File: config.mk
export PLATFORM = sky130hd
export DESIGN_NAME = keypad_matrix_scanner_flat
export DESIGN_NICKNAME = d
export VERILOG_FILES = /design/src/rtl/keypad_matrix_scanner_if.sv /design/src/rtl/keypad_matrix_scanner.sv /design/src/flat_wrapper.sv
export SDC_FILE = /design/constraint.sdc
export NUM_CORES = 1
export LEC_CHECK = 0
export BUFFER_PORTS_ARGS = -buffer_cell sky130_fd_sc_hd__buf_2
export CAP_MARGIN = 20
export CORE_ASPECT_RATIO = 1.2
export CORE_MARGIN = 8
export CORE_UTILIZATION = 45
export CTS_BUF_LIST = sky130_fd_sc_hd__clkbuf_2 sky130_fd_sc_hd__clkbuf_4 sky130_fd_sc_hd__clkbuf_8
export CTS_CLUSTER_SIZE = 24
export DETAILED_ROUTE_END_ITERATION = 10
export HOLD_SLACK_MARGIN = 0.06
export PLACE_DENSITY = 0.64
export SYNTH_ARGS = -nofsm -noshare
export SYNTH_HDL_FRONTEND = slang
export SYNTH_SLANG_ARGS = --single-unit
export TNS_END_PERCENT = 20
File: constraint.sdc
create_clock -name clk -period 4.3 [get_ports clk]
set_clock_uncertainty 0.05 [all_clocks]
set_input_delay 0.43 -clock clk [delete_from_list [all_inputs] [get_ports clk]]
set_output_delay 0.43 -clock clk [all_outputs]
set_load 0.05 [all_outputs]
File: src/rtl/keypad_matrix_scanner_if.sv
// Keypad scanner signal bundle: row sense lines in, column drive and key events out.
// master = scanner side, slave = consumer/keypad side.
interface keypad_matrix_scanner_if #(
    parameter int ROWS = 4,
    parameter int COLS = 4
);
    localparam int KW = (ROWS * COLS > 1) ? $clog2(ROWS * COLS) : 1;

    logic [ROWS-1:0] row_in;
    logic [COLS-1:0] col_out;
    logic [KW-1:0]   key_code;
    logic            key_valid;
    logic            key_release;
    logic            key_held;
    logic            ghost;

    modport master (
        input  row_in,
        output col_out, key_code, key_valid, key_release, key_held, ghost
    );

    modport slave (
        output row_in,
        input  col_out, key_code, key_valid, key_release, key_held, ghost
    );
endinterface

File: src/rtl/keypad_matrix_scanner.sv
// Matrix keypad scanner: one-hot column drive, debounced press/release, ghost
// rejection and optional typematic repeat. All outputs are registered.
module keypad_matrix_scanner #(
    parameter int ROWS           = 4,
    parameter int COLS           = 4,
    parameter int SETTLE_TICKS   = 20,
    parameter int DEBOUNCE_SCANS = 3,
    parameter int REPEAT_DELAY   = 0,
    parameter int REPEAT_RATE    = 8
) (
    input logic                     clk,
    input logic                     rst,
    keypad_matrix_scanner_if.master kp
);
    localparam int KW   = (ROWS * COLS > 1) ? $clog2(ROWS * COLS) : 1;
    localparam int CW   = $clog2(COLS);
    localparam int RW   = (ROWS > 1) ? $clog2(ROWS) : 1;
    localparam int SW   = $clog2(SETTLE_TICKS + 1);
    localparam int DW   = $clog2(DEBOUNCE_SCANS + 1);
    localparam int RMAX = (REPEAT_DELAY > REPEAT_RATE) ? REPEAT_DELAY : REPEAT_RATE;
    localparam int PW   = $clog2(RMAX + 1);

    localparam logic [SW-1:0] SETTLE_LAST = SW'(SETTLE_TICKS - 1);
    localparam logic [DW-1:0] DEB_MAX     = DW'(DEBOUNCE_SCANS);
    localparam logic [PW-1:0] REP_DLY     = PW'(REPEAT_DELAY);
    localparam logic [PW-1:0] REP_RATE    = PW'(REPEAT_RATE);
    localparam logic [CW-1:0] COL_LAST    = CW'(COLS - 1);

    typedef enum logic [1:0] {
        ST_SETTLE,
        ST_SAMPLE,
        ST_HOLD_SETTLE,
        ST_HOLD_SAMPLE
    } state_t;

    state_t          state_q, state_d;
    logic [SW-1:0]   set_cnt_q, set_cnt_d;
    logic [CW-1:0]   col_q, col_d;
    logic [COLS-1:0] col_out_q, col_out_d;
    logic [KW-1:0]   cand_q, cand_d;
    logic [RW-1:0]   row_q, row_d;
    logic [DW-1:0]   deb_q, deb_d;
    logic [PW-1:0]   rep_q, rep_d;
    logic            armed_q, armed_d;
    logic [KW-1:0]   key_code_q, key_code_d;
    logic            key_valid_q, key_valid_d;
    logic            key_release_q, key_release_d;
    logic            key_held_q, key_held_d;
    logic            ghost_q, ghost_d;

    int              n_ones;
    logic [RW-1:0]   hit_row;
    logic [KW-1:0]   code;
    logic [CW-1:0]   col_next;
    logic [DW-1:0]   cnt_n;
    logic [PW-1:0]   rep_n;

    // Row decode; hit_row is only meaningful when exactly one row is set.
    always_comb begin
        n_ones  = 0;
        hit_row = '0;
        for (int r = 0; r < ROWS; r++) begin
            if (kp.row_in[r]) begin
                n_ones  = n_ones + 1;
                hit_row = RW'(r);
            end
        end
        code     = KW'(int'(col_q) * ROWS + int'(hit_row));
        col_next = (col_q == COL_LAST) ? '0 : col_q + CW'(1);
    end

    always_comb begin
        state_d       = state_q;
        set_cnt_d     = set_cnt_q;
        col_d         = col_q;
        col_out_d     = col_out_q;
        cand_d        = cand_q;
        row_d         = row_q;
        deb_d         = deb_q;
        rep_d         = rep_q;
        armed_d       = armed_q;
        key_code_d    = key_code_q;
        key_held_d    = key_held_q;
        key_valid_d   = 1'b0;
        key_release_d = 1'b0;
        ghost_d       = 1'b0;
        cnt_n         = '0;
        rep_n         = '0;

        case (state_q)
            ST_SETTLE, ST_HOLD_SETTLE: begin
                if (set_cnt_q == SETTLE_LAST) begin
                    set_cnt_d = '0;
                    state_d   = (state_q == ST_SETTLE) ? ST_SAMPLE : ST_HOLD_SAMPLE;
                end else begin
                    set_cnt_d = set_cnt_q + SW'(1);
                end
            end

            ST_SAMPLE: begin
                state_d = ST_SETTLE;
                if (n_ones != 1) begin
                    ghost_d   = (n_ones > 1);
                    deb_d     = '0;
                    col_d     = col_next;
                    col_out_d = COLS'(1) << col_next;
                end else begin
                    // deb_q == 0 means no live candidate
                    if (deb_q != '0 && cand_q == code)
                        cnt_n = (deb_q == DEB_MAX) ? deb_q : deb_q + DW'(1);
                    else
                        cnt_n = DW'(1);
                    cand_d = code;
                    deb_d  = cnt_n;
                    if (cnt_n >= DEB_MAX) begin
                        key_code_d  = code;
                        row_d       = hit_row;
                        key_held_d  = 1'b1;
                        key_valid_d = 1'b1;
                        deb_d       = '0;
                        rep_d       = '0;
                        armed_d     = 1'b0;
                        state_d     = ST_HOLD_SETTLE;
                    end
                end
            end

            ST_HOLD_SAMPLE: begin
                state_d = ST_HOLD_SETTLE;
                if (kp.row_in[row_q]) begin
                    deb_d = '0;
                    if (REPEAT_DELAY != 0) begin
                        rep_n = (rep_q == '1) ? rep_q : rep_q + PW'(1);
                        rep_d = rep_n;
                        if (!armed_q && rep_n == REP_DLY) begin
                            key_valid_d = 1'b1;
                            armed_d     = 1'b1;
                            rep_d       = '0;
                        end else if (armed_q && rep_n == REP_RATE) begin
                            key_valid_d = 1'b1;
                            rep_d       = '0;
                        end
                    end
                end else begin
                    cnt_n = (deb_q == DEB_MAX) ? deb_q : deb_q + DW'(1);
                    deb_d = cnt_n;
                    if (cnt_n >= DEB_MAX) begin
                        key_release_d = 1'b1;
                        key_held_d    = 1'b0;
                        deb_d         = '0;
                        rep_d         = '0;
                        armed_d       = 1'b0;
                        col_d         = col_next;
                        col_out_d     = COLS'(1) << col_next;
                        state_d       = ST_SETTLE;
                    end
                end
            end

            default: begin
                state_d   = ST_SETTLE;
                set_cnt_d = '0;
                col_d     = '0;
                col_out_d = COLS'(1);
                deb_d     = '0;
            end
        endcase
    end

    always_ff @(posedge clk or posedge rst) begin
        if (rst) begin
            state_q       <= ST_SETTLE;
            set_cnt_q     <= '0;
            col_q         <= '0;
            col_out_q     <= COLS'(1);
            cand_q        <= '0;
            row_q         <= '0;
            deb_q         <= '0;
            rep_q         <= '0;
            armed_q       <= 1'b0;
            key_code_q    <= '0;
            key_valid_q   <= 1'b0;
            key_release_q <= 1'b0;
            key_held_q    <= 1'b0;
            ghost_q       <= 1'b0;
        end else begin
            state_q       <= state_d;
            set_cnt_q     <= set_cnt_d;
            col_q         <= col_d;
            col_out_q     <= col_out_d;
            cand_q        <= cand_d;
            row_q         <= row_d;
            deb_q         <= deb_d;
            rep_q         <= rep_d;
            armed_q       <= armed_d;
            key_code_q    <= key_code_d;
            key_valid_q   <= key_valid_d;
            key_release_q <= key_release_d;
            key_held_q    <= key_held_d;
            ghost_q       <= ghost_d;
        end
    end

    assign kp.col_out     = col_out_q;
    assign kp.key_code    = key_code_q;
    assign kp.key_valid   = key_valid_q;
    assign kp.key_release = key_release_q;
    assign kp.key_held    = key_held_q;
    assign kp.ghost       = ghost_q;
endmodule

File: src/flat_wrapper.sv
// flat-port wrapper written by rule: the top's interface ports become plain ports
module keypad_matrix_scanner_flat 
#(
    parameter int ROWS           = 4,
    parameter int COLS           = 4,
    parameter int SETTLE_TICKS   = 20,
    parameter int DEBOUNCE_SCANS = 3,
    parameter int REPEAT_DELAY   = 0,
    parameter int REPEAT_RATE    = 8
)
  (clk, rst, kp_row_in, kp_col_out, kp_key_code, kp_key_valid, kp_key_release, kp_key_held, kp_ghost);
  keypad_matrix_scanner_if #(.ROWS(ROWS), .COLS(COLS)) kp_i ();
  input logic clk;
  input logic rst;
  input wire logic [$bits(kp_i.row_in)-1:0] kp_row_in;
  output wire logic [$bits(kp_i.col_out)-1:0] kp_col_out;
  output wire logic [$bits(kp_i.key_code)-1:0] kp_key_code;
  output wire logic [$bits(kp_i.key_valid)-1:0] kp_key_valid;
  output wire logic [$bits(kp_i.key_release)-1:0] kp_key_release;
  output wire logic [$bits(kp_i.key_held)-1:0] kp_key_held;
  output wire logic [$bits(kp_i.ghost)-1:0] kp_ghost;
  assign kp_i.row_in = kp_row_in;
  assign kp_col_out = kp_i.col_out;
  assign kp_key_code = kp_i.key_code;
  assign kp_key_valid = kp_i.key_valid;
  assign kp_key_release = kp_i.key_release;
  assign kp_key_held = kp_i.key_held;
  assign kp_ghost = kp_i.ghost;
  keypad_matrix_scanner #(.ROWS(ROWS), .COLS(COLS), .SETTLE_TICKS(SETTLE_TICKS), .DEBOUNCE_SCANS(DEBOUNCE_SCANS), .REPEAT_DELAY(REPEAT_DELAY), .REPEAT_RATE(REPEAT_RATE)) u_core (.clk(clk), .rst(rst), .kp(kp_i));
endmodule
# ---- Word-level counts from Yosys, hierarchy flattened
# Cells that the tools add are included.
dict set report word_totals {
  ff_bits 29
  in_bits 6
  word_cells 96
}
dict set report op_classes {
  n_addsub 7
  magnitude_cmp 4
  eq_ne 14
  n_shift 1
  muxes 48
  bitwise_logic 1
  reduce_logical 9
}
# op n
set op_table {}
lappend op_table {{32-bit two-way mux} 3}
lappend op_table {{32-bit by 2-bit adder with 32-bit output, second input constant} 2}
lappend op_table {{2-bit two-way mux} 20}
lappend op_table {{32-bit by 2-bit greater-than comparator with 1-bit output, second input constant} 1}
lappend op_table {{32-bit by 2-bit inequality test with 1-bit output, second input constant} 1}
lappend op_table {{1-bit two-way mux} 15}
lappend op_table {{4-bit two-way mux} 3}
lappend op_table {{2-bit equality test, second input constant} 4}
lappend op_table {{2-bit by 1-bit inequality test with 1-bit output, second input constant} 4}
lappend op_table {{2-bit one-hot mux with 2 select lines} 2}
lappend op_table {{4-bit one-hot mux with 2 select lines} 1}
lappend op_table {{2-bit one-hot mux with 3 select lines} 1}
lappend op_table {{5-bit by 1-bit adder with 5-bit output, second input constant} 1}
lappend op_table {{5-bit equality test, second input constant} 1}
lappend op_table {{5-bit two-way mux} 1}
lappend op_table {{5-bit AND reduction} 1}
lappend op_table {{2-bit by 1-bit adder with 2-bit output, second input constant} 2}
lappend op_table {{4-bit by 2-bit adder with 4-bit output} 1}
lappend op_table {{4-bit equality test} 1}
lappend op_table {{2-bit greater-or-equal comparator, second input constant} 2}
lappend op_table {{2-bit inequality test, second input constant} 2}
lappend op_table {{4-bit AND reduction} 1}
lappend op_table {{2-bit nonzero test} 2}
lappend op_table {{1-bit by 2-bit left shift with 4-bit output, first input constant} 1}
lappend op_table {{11 further kinds} 11}

# ---- Logic depth before layout (Yosys ltp)
dict set report logic_depth {
  word_depth 14
  depth_mapped 9
  ltp_nobuf 8
}

# ---- Worst setup path after synthesis
# No wires, ideal clock.
dict set report synth_timing {
  kind {input-to-reg}
  start {input kp_row_in[1]}
  end {register u_core.cand_q[0]}
  setup_time_ns 0.125
  arrival_time_ns 1.969
  slack_ns 2.156
  stages 8
  path_cell_list {inv_1 -> ha_1 -> nand2b_1 -> a21oi_1 -> a311o_1 -> and3_1 -> buf_2 -> mux2_4}
}
dict set report synth_between {
  elab_chain_len 8
}
# item line
set synth_rtl {}
lappend synth_rtl {{start: declaration} flat_wrapper.sv:15} ;# input wire logic [$bits(kp_i.row_in)-1:0] kp_row_in;
lappend synth_rtl {{32-bit two-way mux} keypad_matrix_scanner.sv:63} ;# if (kp.row_in[r]) begin
lappend synth_rtl {{32-bit by 2-bit adder with 32-bit output} keypad_matrix_scanner.sv:64} ;# n_ones = n_ones + 1;
lappend synth_rtl {{32-bit two-way mux} keypad_matrix_scanner.sv:63}
lappend synth_rtl {{32-bit by 2-bit adder with 32-bit output} keypad_matrix_scanner.sv:64}
lappend synth_rtl {{32-bit two-way mux} keypad_matrix_scanner.sv:63}
lappend synth_rtl {{32-bit by 2-bit inequality test with 1-bit output} keypad_matrix_scanner.sv:102} ;# if (n_ones != 1) begin
lappend synth_rtl {{1-bit NOT (no line)} n/a}
lappend synth_rtl {{2-bit AND reduction (no line)} n/a}
lappend synth_rtl {{end signal: assignment} keypad_matrix_scanner.sv:191} ;# cand_q <= cand_d;
lappend synth_rtl {{end: declaration} keypad_matrix_scanner.sv:40} ;# logic [KW-1:0] cand_q, cand_d;
# Several ways; a longest one is shown, not always the timed one.
# A chain may end at the register's enable or synchronous reset.

# ---- Final worst setup path
dict set report layout_timing {
  start {input kp_row_in[1]}
  end {register u_core.col_q[0]}
}
dict set report layout_between {
  elab_chain_len 8
}
# item line
set layout_rtl {}
lappend layout_rtl {{32-bit two-way mux} keypad_matrix_scanner.sv:63}
lappend layout_rtl {{32-bit by 2-bit adder with 32-bit output} keypad_matrix_scanner.sv:64}
lappend layout_rtl {{32-bit two-way mux} keypad_matrix_scanner.sv:63}
lappend layout_rtl {{32-bit by 2-bit adder with 32-bit output} keypad_matrix_scanner.sv:64}
lappend layout_rtl {{32-bit two-way mux} keypad_matrix_scanner.sv:63}
lappend layout_rtl {{32-bit by 2-bit inequality test with 1-bit output} keypad_matrix_scanner.sv:102}
lappend layout_rtl {{2-bit by 1-bit inequality test with 1-bit output (no line)} n/a}
lappend layout_rtl {{4-bit AND reduction (no line) *} n/a}
lappend layout_rtl {{end signal: assignment} keypad_matrix_scanner.sv:189} ;# col_q <= col_d;
lappend layout_rtl {{end: declaration} keypad_matrix_scanner.sv:38} ;# logic [CW-1:0] col_q, col_d;
# Mark *: on every way between the ends. The rest lies on a longest branch, timed or not. The select of a mux whose other input is x is not followed.

==> results.py <==
metrics = {
    "status": {
        "status": "complete, no violations",
    },
    "place": {
        "io_buffers": 17,
        "place_inst": 177,
        "place_congestion": 0.785,
        "dp_hpwl_mm": 1.95,
    },
    "grt": {
        "grt_first_pass_wirelength_mm": 4.56,
        "grt_antenna_before_repair": 0,
        "track_usage_pct": 9.92,
        "overflow": 0,
        "grt_pass1_vias": 989,
        "grt_max_degree": 28,
    },
    "power": {
        "pwr_density_cell_mw_per_mm2": 311,
        "switching_share_pct": 28.6,
        "leakagePower_nw": 0.870,
        "ir_drop_v": 0.000226,
        "p_int_w": 0.000376,
        "seqPwrFrac_pct": 54.1,
        "clkPwrFrac_pct": 27.2,
        "combPwrFrac_pct": 18.7,
        "switchingPower_w": 0.000151,
    },
    "sta": {
        "fin_tns_setup_ns": 0,
        "min_period_ns": 2.18,
        "slew_violations": 0,
        "fmax_mhz": 458,
        "tightest_slew_ns": 0.506,
        "period_share_pct": 50.8,
        "hold_violations": 0,
        "timing.final.setup_violations": 0,
        "rsz0062_at_grt": "false",
        "relSlewSlack_pct": 66.2,
    },
    "synth": {
        "syn-cell-area_sq_mm": 0.00153,
        "synth_edf_count": 0,
        "synth_top_family_by_area": "multiplexers",
        "yosysSeqAreaShare_pct": 44.2,
        "synth_compound_area_share_pct": 9.88,
        "async_flop_share_pct": 100,
        "synth_fa_ha_area_share_pct": 8.16,
        "synthFlopType": "dfrtp_1",
        "ys_seq_elements": 27,
        "synth.distinct_cells": 44,
        "synth_xor_xnor_area_share_pct": 2.29,
        "synth_mux_area_share_pct": 16.2,
        "ys_warn_count": 0,
        "syn-mean-instance-area_sq_um": 12.1,
        "syn_nets": 143,
        "syn_inst": 127,
        "synthSimpleGateAreaFrac_pct": 14.5,
    },
    "worst_setup_path": {
        "path_cells": "buf_2 > inv_1 > ha_1 > nand2b_1 > a21oi_1 > a311o_1 > a21oi_2 > o21ai_4 > mux2_4",
        "worst_setup_path_start_kind": "input pin",
        "r2r-end": "u_core.kp.key_code[3]",
        "reg2regPathDepth": 6,
        "timing.rr.start": "u_core.cand_q[1]",
        "rrSetupSlack_ns": 2.31,
        "cp.required_ns": 4.41,
        "worst_setup_path_end_kind": "flop",
        "worst-endpoint-arrival_ns": 2.29,
        "critPathMaxStageDelay_ns": 0.37,
        "path_buf_inv": 2,
        "endpoint": "u_core.col_q[0]",
        "path_class": "in -> reg",
        "cp.depth": 9,
        "critPathLaunch": "kp_row_in[1]",
        "slowest_stage": "ha_1",
        "crit_family": "compound AO/OA/AOI/OAI gates",
        "crit_fanout": 6,
    },
    "detailed_routing": {
        "avgViaCountPerCell": 5.21,
        "ant_nets": 0,
        "drtIter0Drc": 47,
        "finalWirelength_mm": 2.58,
        "num_vias": 949,
        "firstDrtPassIters": 4,
        "wl_per_cell_um": 14.2,
        "drc": 0,
    },
    "die": {
        "initial_core_util_pct": 46.3,
        "die_x_um": 69.3,
        "core-area_sq_mm": 0.00331,
        "std_cell_rows": 23,
        "io_pins": 18,
        "fp.dieH_um": 79.9,
        "dieArea_sq_mm": 0.00554,
    },
    "cells_and_area": {
        "fin_cells": 182,
        "drive_above_1_share_pct": 31.0,
        "finish.utilization_pct": 51.2,
        "fin_nets": 162,
        "antennaDiodeCount": 0,
        "areaGrowthSynthToFinish_pct": 10.4,
    },
    "clock_network": {
        "post_cts_buffers": 0,
        "clockRootBuffer": "clkbuf_8",
        "clockBufferDepth": 2,
        "path_clk_slew_ns": 0.09,
        "numCtsBuffers": 3,
        "cts_resized": 0,
        "holdBufCountCts": 0,
        "cts_tree": "built",
        "cts_max_level": 1,
        "cts_num_sinks": 27,
        "clk_latency_ns": 0.27,
    },
    "job": {
        "maxCapViolCount": 0,
    },
    "worst_hold_path": {
        "hp-class": "in -> async",
    },
}
cell families (layout without fill, tap and decap cells):
kind of cell / Yosys count / count (layout)
AO/OA/AOI/OAI: 20 / 20
XOR/XNOR: 4 / 4
adder cells (fa/ha/maj): 10 / 10
buffers and inverters: 14 / 32
flip-flops: 27 / 27
multiplexers: 18 / 18
AND/OR/NAND/NOR: 34 / 34
layout make-up:
cell class	instances	area, sq um
clock inverter	1	7.51
fill	298	1620
timing repair buffer	18	100
clock buffer	3	41.3
sequential	27	677
tap	37	46.3
inverter	10	37.5
multi-input combinational	86	783
power groups by stage:
stage | combinational, W | sequential, W | clock [W]
after global placement | 0.0000948 | 0.000289 | 0
after floorplan | 0.0000646 | 0.000301 | 0
after detailed placement | 0.0000982 | 0.000289 | 0
after CTS | 0.0000978 | 0.000285 | 0.000151
final | 0.0000984 | 0.000285 | 0.000143
after global routing | 0.000110 | 0.000288 | 0.000163
worst min-delay path by stage:
stage | depth (start not counted) | slack, ns | endpoint
3_5_place_dp | 2 | 0.41 | u_core.kp.key_held
2_1_floorplan | 1 | 0.42 | u_core.set_cnt_q[3]
3_3_place_gp | 2 | 0.41 | u_core.kp.key_held
6_report | 2 | 0.11 | u_core.kp.col_out[2]
4_1_cts | 2 | 0.35 | u_core.kp.col_out[2]
5_1_grt | 2 | 0.15 | u_core.kp.col_out[2]
sequential cells by signal, summed over array words and instances, names as in the netlist, named ones only:
| signal | cells |
|---|---|
| u_core.set_cnt_q | 5 |
| u_core.cand_q | 4 |
| u_core.kp.col_out | 4 |
| u_core.kp.key_code | 4 |
| u_core.col_q | 2 |
| u_core.deb_q | 2 |
| u_core.kp.ghost | 1 |
| u_core.kp.key_held | 1 |
| u_core.kp.key_release | 1 |
| u_core.kp.key_valid | 1 |
| u_core.state_q | 1 |
synthesized netlist by cell type (3+ instances only):
cell,instances,area (sq um)
nand2_1,8,30.0
mux2_4,10,150
a21oi_1,5,25.0
nor2b_1,4,25.0
nor2_1,5,18.8
ha_1,10,125
mux2_2,3,33.8
inv_1,10,37.5
xnor2_1,3,26.3
o21ai_0,3,15.0
dfrtp_1,26,651
layout by cell type, fill, tap and decap left out, drive strengths merged, types with 2 or more instances in the layout:
cell,instances
dfrtp,26
buf,18
mux2,15
inv,10
ha,10
nand2,8
a21oi,6
nor2,5
o21ai,5
nor2b,4
xnor2,3
clkbuf,3
nor3b,3
nand2b,2
nand3,2
nor3,2
mux2i,2
and2,2
per-layer routing:
layer / routed length (um) / vias to the layer above / track usage [%]
met5: 0 / - / 0
met4: 28 / 0 / 3.70
met3: 100 / 4 / 3.73
met2: 1210 / 18 / 15.5
met1: 1240 / 450 / 12.1
li1: - / 477 / -
stage by stage:
step	setup slack, ns	total power (W)	area, sq um	hold slack, ns
after floorplan	2.16	0.000365	1530	0.424
after global placement	1.91	0.000384	1630	0.409
after detailed placement	1.83	0.000388	1630	0.412
after CTS	2.12	0.000533	1680	0.348
after global routing	1.99	0.000561	1690	0.145
final	2.12	0.000526	1690	0.114
(Power assumes the default switching activity.)
